## config.mk

```make
export PLATFORM = sky130hd
export DESIGN_NAME = disk_io_arbiter
export DESIGN_NICKNAME = d
export VERILOG_FILES = /design/src/rtl/disk_io_arbiter.sv
export SDC_FILE = /design/constraint.sdc
export NUM_CORES = 1
export LEC_CHECK = 0
export BUFFER_PORTS_ARGS = -buffer_cell sky130_fd_sc_hd__buf_4
export CORE_ASPECT_RATIO = 1.4
export CORE_MARGIN = 5
export CORE_UTILIZATION = 35
export CTS_CLUSTER_SIZE = 20
export DETAILED_ROUTE_END_ITERATION = 16
export GPL_TIMING_DRIVEN = 0
export SETUP_SLACK_MARGIN = 0.4
export SKIP_LAST_GASP = 1
export SLEW_MARGIN = 25
export SYNTH_ARGS = -nofsm -noshare
export SYNTH_HDL_FRONTEND = slang
export SYNTH_SLANG_ARGS = --single-unit
```

## constraint.sdc

```tcl
create_clock -name clk -period 6.2 [get_ports clk]
set_clock_uncertainty 0.1 [all_clocks]
set_input_delay 0.31 -clock clk [delete_from_list [all_inputs] [get_ports clk]]
set_output_delay 0.31 -clock clk [all_outputs]
set_load 0.02 [all_outputs]
```

## src/rtl/disk_io_arbiter.sv

```systemverilog
// Arbitrates NUM_CH block-storage clients onto the single SD image port:
// latched requests, round-robin grant, LBA setup before strobe, busy/done tracking with timeout.
module disk_io_arbiter #(
  parameter int unsigned NUM_CH = 4,
  parameter int unsigned LBA_W  = 32,
  parameter int unsigned LED_W  = 16,
  parameter int unsigned TMO_W  = 20
) (
  input  logic                      clk,
  input  logic                      _systemReset,
  input  logic [NUM_CH-1:0]         ch_rd,
  input  logic [NUM_CH-1:0]         ch_wr,
  input  logic [NUM_CH*LBA_W-1:0]   ch_lba,
  input  logic [NUM_CH-1:0]         ch_wprot,
  input  logic [NUM_CH*8-1:0]       ch_dout,
  output logic [NUM_CH-1:0]         ch_ack,
  output logic [NUM_CH-1:0]         ch_err,
  output logic [NUM_CH-1:0]         ch_led,
  output logic [NUM_CH-1:0]         sdc_rd,
  output logic [NUM_CH-1:0]         sdc_wr,
  output logic [31:0]               sdc_lba,
  output logic [7:0]                sdc_data_out,
  input  logic                      sdc_busy,
  input  logic                      sdc_done
);

  localparam int unsigned GW = (NUM_CH > 1) ? $clog2(NUM_CH) : 1;

  typedef enum logic [2:0] {
    IDLE      = 3'd0,
    SETUP     = 3'd1,
    ISSUE     = 3'd2,
    WAIT_BUSY = 3'd3,
    WAIT_DONE = 3'd4,
    DONE      = 3'd5
  } state_t;

  state_t            state_q, state_d;
  logic [NUM_CH-1:0] pend_rd_q, pend_rd_d, pend_wr_q, pend_wr_d;
  logic [GW-1:0]     grant_q, grant_d, rr_q, rr_d;
  logic              op_rd_q, op_rd_d;
  logic [31:0]       lba_q, lba_d;
  logic [TMO_W-1:0]  tmo_q, tmo_d;
  logic [NUM_CH-1:0] ack_q, ack_d, err_q, err_d, rd_q, rd_d, wr_q, wr_d, led_q, led_d;
  logic [LED_W-1:0]  led_cnt_q [NUM_CH];
  logic [LED_W-1:0]  led_cnt_d [NUM_CH];

  logic [GW-1:0]     pick, idx;
  logic              found;
  logic [NUM_CH-1:0] pend_any, gnt_oh, pick_oh, wp_hit, led_reload, clr_rd, clr_wr;
  logic [LBA_W-1:0]  lba_pick;
  logic [7:0]        dout_sel;

  assign pend_any   = pend_rd_q | pend_wr_q;
  assign gnt_oh     = NUM_CH'(1) << grant_q;
  assign pick_oh    = NUM_CH'(1) << pick;
  // A same-cycle read swallows the write, including a protected one.
  assign wp_hit     = ch_wr & ch_wprot & ~ch_rd;
  assign led_reload = wp_hit | ((state_q == SETUP) ? gnt_oh : '0);

  // Round-robin search starting at rr_q, wrapping.
  always_comb begin
    pick  = rr_q;
    idx   = '0;
    found = 1'b0;
    for (int unsigned k = 0; k < NUM_CH; k++) begin
      idx = GW'((32'(rr_q) + k) % NUM_CH);
      if (!found && pend_any[idx]) begin
        pick  = idx;
        found = 1'b1;
      end
    end
  end

  // Per-channel muxes for the candidate LBA and the granted write byte.
  always_comb begin
    lba_pick = '0;
    dout_sel = '0;
    for (int unsigned i = 0; i < NUM_CH; i++) begin
      if (GW'(i) == pick)    lba_pick = ch_lba[i*LBA_W +: LBA_W];
      if (GW'(i) == grant_q) dout_sel = ch_dout[i*8 +: 8];
    end
  end

  always_comb begin
    state_d = state_q;
    grant_d = grant_q;
    op_rd_d = op_rd_q;
    lba_d   = lba_q;
    rr_d    = rr_q;
    tmo_d   = tmo_q;
    clr_rd  = '0;
    clr_wr  = '0;
    err_d   = '0;
    unique case (state_q)
      IDLE: begin
        if (|pend_any) begin
          grant_d = pick;
          op_rd_d = pend_rd_q[pick];
          lba_d   = 32'(lba_pick);
          if (pend_rd_q[pick]) clr_rd = pick_oh;
          else                 clr_wr = pick_oh;
          state_d = SETUP;
        end
      end
      SETUP: state_d = ISSUE;
      ISSUE: begin
        tmo_d   = '0;
        state_d = WAIT_BUSY;
      end
      WAIT_BUSY: begin
        if (sdc_busy)      state_d = WAIT_DONE;
        else if (sdc_done) state_d = DONE;
        else if (&tmo_q) begin
          err_d   = gnt_oh;
          state_d = DONE;
        end else begin
          tmo_d = tmo_q + TMO_W'(1);
        end
      end
      WAIT_DONE: if (!sdc_busy || sdc_done) state_d = DONE;
      DONE: begin
        rr_d    = (grant_q == GW'(NUM_CH - 1)) ? '0 : grant_q + GW'(1);
        state_d = IDLE;
      end
      default: state_d = IDLE;
    endcase

    // Set after clear so a strobe on the channel just granted re-latches.
    pend_rd_d = (pend_rd_q & ~clr_rd) | ch_rd;
    pend_wr_d = (pend_wr_q & ~clr_wr) | (ch_wr & ~ch_wprot & ~ch_rd);

    rd_d  = (state_q == SETUP &&  op_rd_q) ? gnt_oh : '0;
    wr_d  = (state_q == SETUP && !op_rd_q) ? gnt_oh : '0;
    ack_d = wp_hit |
            ((state_d inside {ISSUE, WAIT_BUSY, WAIT_DONE, DONE}) ? gnt_oh : '0);
  end

  // Saturating LED stretch counters.
  always_comb begin
    led_cnt_d = led_cnt_q;
    led_d     = '0;
    for (int unsigned i = 0; i < NUM_CH; i++) begin
      if (led_reload[i])             led_cnt_d[i] = '1;
      else if (led_cnt_q[i] != '0)   led_cnt_d[i] = led_cnt_q[i] - LED_W'(1);
      led_d[i] = (led_cnt_d[i] != '0);
    end
  end

  always_ff @(posedge clk or negedge _systemReset) begin
    if (!_systemReset) begin
      state_q   <= IDLE;
      pend_rd_q <= '0;
      pend_wr_q <= '0;
      grant_q   <= '0;
      rr_q      <= '0;
      op_rd_q   <= 1'b0;
      lba_q     <= '0;
      tmo_q     <= '0;
      ack_q     <= '0;
      err_q     <= '0;
      rd_q      <= '0;
      wr_q      <= '0;
      led_q     <= '0;
      for (int unsigned i = 0; i < NUM_CH; i++) led_cnt_q[i] <= '0;
    end else begin
      state_q   <= state_d;
      pend_rd_q <= pend_rd_d;
      pend_wr_q <= pend_wr_d;
      grant_q   <= grant_d;
      rr_q      <= rr_d;
      op_rd_q   <= op_rd_d;
      lba_q     <= lba_d;
      tmo_q     <= tmo_d;
      ack_q     <= ack_d;
      err_q     <= err_d;
      rd_q      <= rd_d;
      wr_q      <= wr_d;
      led_q     <= led_d;
      led_cnt_q <= led_cnt_d;
    end
  end

  assign ch_ack       = ack_q;
  assign ch_err       = err_q;
  assign ch_led       = led_q;
  assign sdc_rd       = rd_q;
  assign sdc_wr       = wr_q;
  assign sdc_lba      = lba_q;
  assign sdc_data_out = dout_sel;

endmodule

```

==> run summary <==
Layout cells sized above 1: 0.254
Initial Utilization: 0.352
DR DRC count: 0
Via Count: 8,006
Final core utilization: 0.469
CTS tree: yes
Port Buffers: 235
Setup TNS: 0 ns
Worst path slowest cell: or4b_1
Design area: 11,400 µm²
Drt initial violations: 506
Max Freq: 0.329 GHz
Syn Inst Count: 914
Largest net degree at the start of global routing: 89
Worst EP arrival: 3.23 ns
Post-DR wirelength/cell: 17.7 µm
Asr flop ratio synth: 1.00
CTS Sinks: 152
Setup repair bufs after CTS: 0
Total iterations of the first detailed-routing run: 5
Yosys reg bits: 152
Final #Nets: 1,362
CP Max Fanout: 5
FP Rows: 68
N_diodes: 0
DP HPWL: 20,400 µm
Initial antenna violation count: 0
Hold slack: 0.0174 ns
Met2 Use GR: 0.330
Core ar.: 24,400 µm²
P_leak: 4.73 nW
Die Span Y: 196 µm
Setup repair after global routing missed its margin: false
Status: finished, final reports clean
Worst-Margin Slew: 0.873 ns
Resized Gates After CTS: 0
Tmin final: 3.04 ns
Horiz. Die Dim: 143 µm
# setup viols final: 0
Io pins: 236
Worst min-delay path class: primary input to flop
CTS Buf Count: 17
Grt total ovfl: 0
Total track usage: 0.189
Post-synth EDFFs: 0
Die Area: 27,900 µm²
Via density: 5.33
Met3 usage in global routing: 0.0456
Crit end category: flop
Syn Area/Cell: 9.41 µm²
Slew margin rel.: 0.413
Most common cell after layout, fill and taps aside: buf_4
Vias in the first global route: 8,237
Met1 Usage GRT: 0.217
Total wire length: 26,500 µm
Pwr Total: 4.58 mW
Crit path required time: 6.38 ns
Unique masters post-synth: 79
Critical path class: flop to flop
Most used routing layer: met2
Syn nets: 1,103
Worst-Skew Late Latency: 0.42 ns
Maxcap violations: 0
CP cell instances: inv_1 -> ha_1 -> nor4b_1 -> and3_2 -> a211oi_1 -> o32a_1 -> or4b_1 -> or4_1
Part of the Yosys area used for sequential elements: 0.442
Post-DRT Antenna Nets: 0
Peak VDD IR: 0.224 mV
Synth Cell Area: 8600 µm²
# H-tree levels: 4
Fillers: 2,370
CTS clk-pin slew, worst paths: 0.06 ns
Power Density: 401 nW/µm²
Hold Fails Final Rpt: 0
Worst setup SP type: flop
Number of warnings issued by yosys: 0
Root Buffer: clkbuf_16
CTS Buffer Depth: 2
Critical path's largest stage delay: 0.53 ns
Placed Area: 10,800 µm²
Area delta synth->final: 33.0%
Dominant synthesized flop cell: dfrtp_1
First-pass GRT wire length: 42,300 µm
Most frequent cells in the layout: buf_4, dfrtp_1, nand2_1, nor2_1, mux2i_1
RePlAce Congestion: 0.913
Pins Over Slew Limit: 0
Period Utilization, post-route: 0.491
## area by class of cell
cell class	count	area [µm²]	area share
Clock inverter	12	149	0.0130
Tap cell	315	394	0.0344
Multi-Input combinational cell	697	4530	0.396
Buffer	43	183	0.0160
Timing Repair Buffer	240	1840	0.161
Clock buffer	20	457	0.0399
Sequential cell	152	3800	0.332
Inverter	22	82.6	0.00722
## cells in the mapped netlist, types with 7 or more instances
library cell,count,area (µm²)
dfrtp_1,152,3800
nand2_1,112,420
nor2_1,69,259
mux2i_1,40,400
o21ai_0,35,175
nand3_1,34,170
clkbuf_1,33,124
nor3_1,30,150
a21oi_1,26,130
xnor2_1,25,219
inv_1,22,82.6
a22oi_1,20,150
xor2_1,19,166
nand4_1,17,106
nor4_1,17,106
or3_1,15,93.8
o211ai_1,14,105
ha_1,13,163
nand2b_1,13,81.3
o221ai_1,13,114
nor3b_1,12,90.1
nand3b_1,11,82.6
or4_1,11,82.6
a21o_1,10,75.1
and2_1,10,62.6
buf_2,9,45.0
o22ai_1,9,56.3
and3_1,8,50.1
and4_1,7,61.3
o31ai_1,7,52.6
o32ai_1,7,61.3
## worst max-delay path, delay by kind of cell (launching register included)
kind	cells	cell delay, ns
AO/OA/AOI/OAI	2	0.35
adder cells (fa/ha/maj)	1	0.25
buffers and inverters	1	0.13
flip-flops	1	0.40
AND/OR/NAND/NOR	4	1.69
## kinds of logic (layout without fill, tap and decap cells)
logic type | count (synthesis) | after routing | synth area share
AO/OA/AOI/OAI | 187 | 187 | 0.153
AND/OR/NAND/NOR | 401 | 401 | 0.248
XOR/XNOR | 44 | 44 | 0.0448
adder cells (fa/ha/maj) | 13 | 13 | 0.0189
buffers and inverters | 65 | 337 | 0.0308
multiplexers | 52 | 52 | 0.0622
flip-flops | 152 | 152 | 0.442
## report_power, final
| group | total [mW] | internal (mW) | switching [mW] | leakage [nW] |
|---|---|---|---|---|
| combinational | 2.07 | 0.835 | 1.23 | 2.75 |
| clock | 1.07 | 0.653 | 0.413 | 0.300 |
| sequential | 1.45 | 1.23 | 0.217 | 1.68 |
| total | 4.58 | 2.72 | 1.86 | 4.73 |
## layer usage
metal  wire [µm]  vias up
li1            -     3883
met1       10400     3814
met2       13500      256
met3        1560       53
met4        1020        0
met5           0        -
## registers in the layout (all words and copies together), names as in the netlist
register   flops
led_cnt_q     64
state_q        3
pend_rd_q      4
grant_q        2
sdc_rd         4
ch_err         4
pend_wr_q      4
tmo_q         20
op_rd_q        1
ch_ack         4
ch_led         4
sdc_lba       32
sdc_wr         4
rr_q           2
## path summary, 6_finish.rpt
kind                          startpoint             to  slack [ns]  depth (start not counted)
setup reg to reg           led_cnt_q[16]      ch_led[2]        3.16                          8
hold reg to reg              sdc_lba[13]    sdc_lba[13]        0.39                          2
min in group asynchronous   _systemReset     sdc_lba[2]        0.31                          2
hold / removal                  ch_rd[2]   pend_rd_q[2]        0.02                          2
setup / recovery           led_cnt_q[16]      ch_led[2]        3.16                          8
max in group asynchronous   _systemReset  led_cnt_q[63]        4.86                          3
## repair_timing
item | in CTS | in global routing
endpoints found under the hold margin | 67 | 0
endpoints found under the setup margin | 0 | 0
hold buffers | 4 | 0
## per-stage QoR
stage / cells / setup WS (ns)
4_1_cts: 1501 / 3.17
3_3_place_gp: 1464 / 3.23
3_5_place_dp: 1465 / 3.17
2_1_floorplan: 914 / 3.45
6_report: 1501 / 3.16
5_1_grt: 1501 / 2.97
Power figures use the tool's default switching activity.
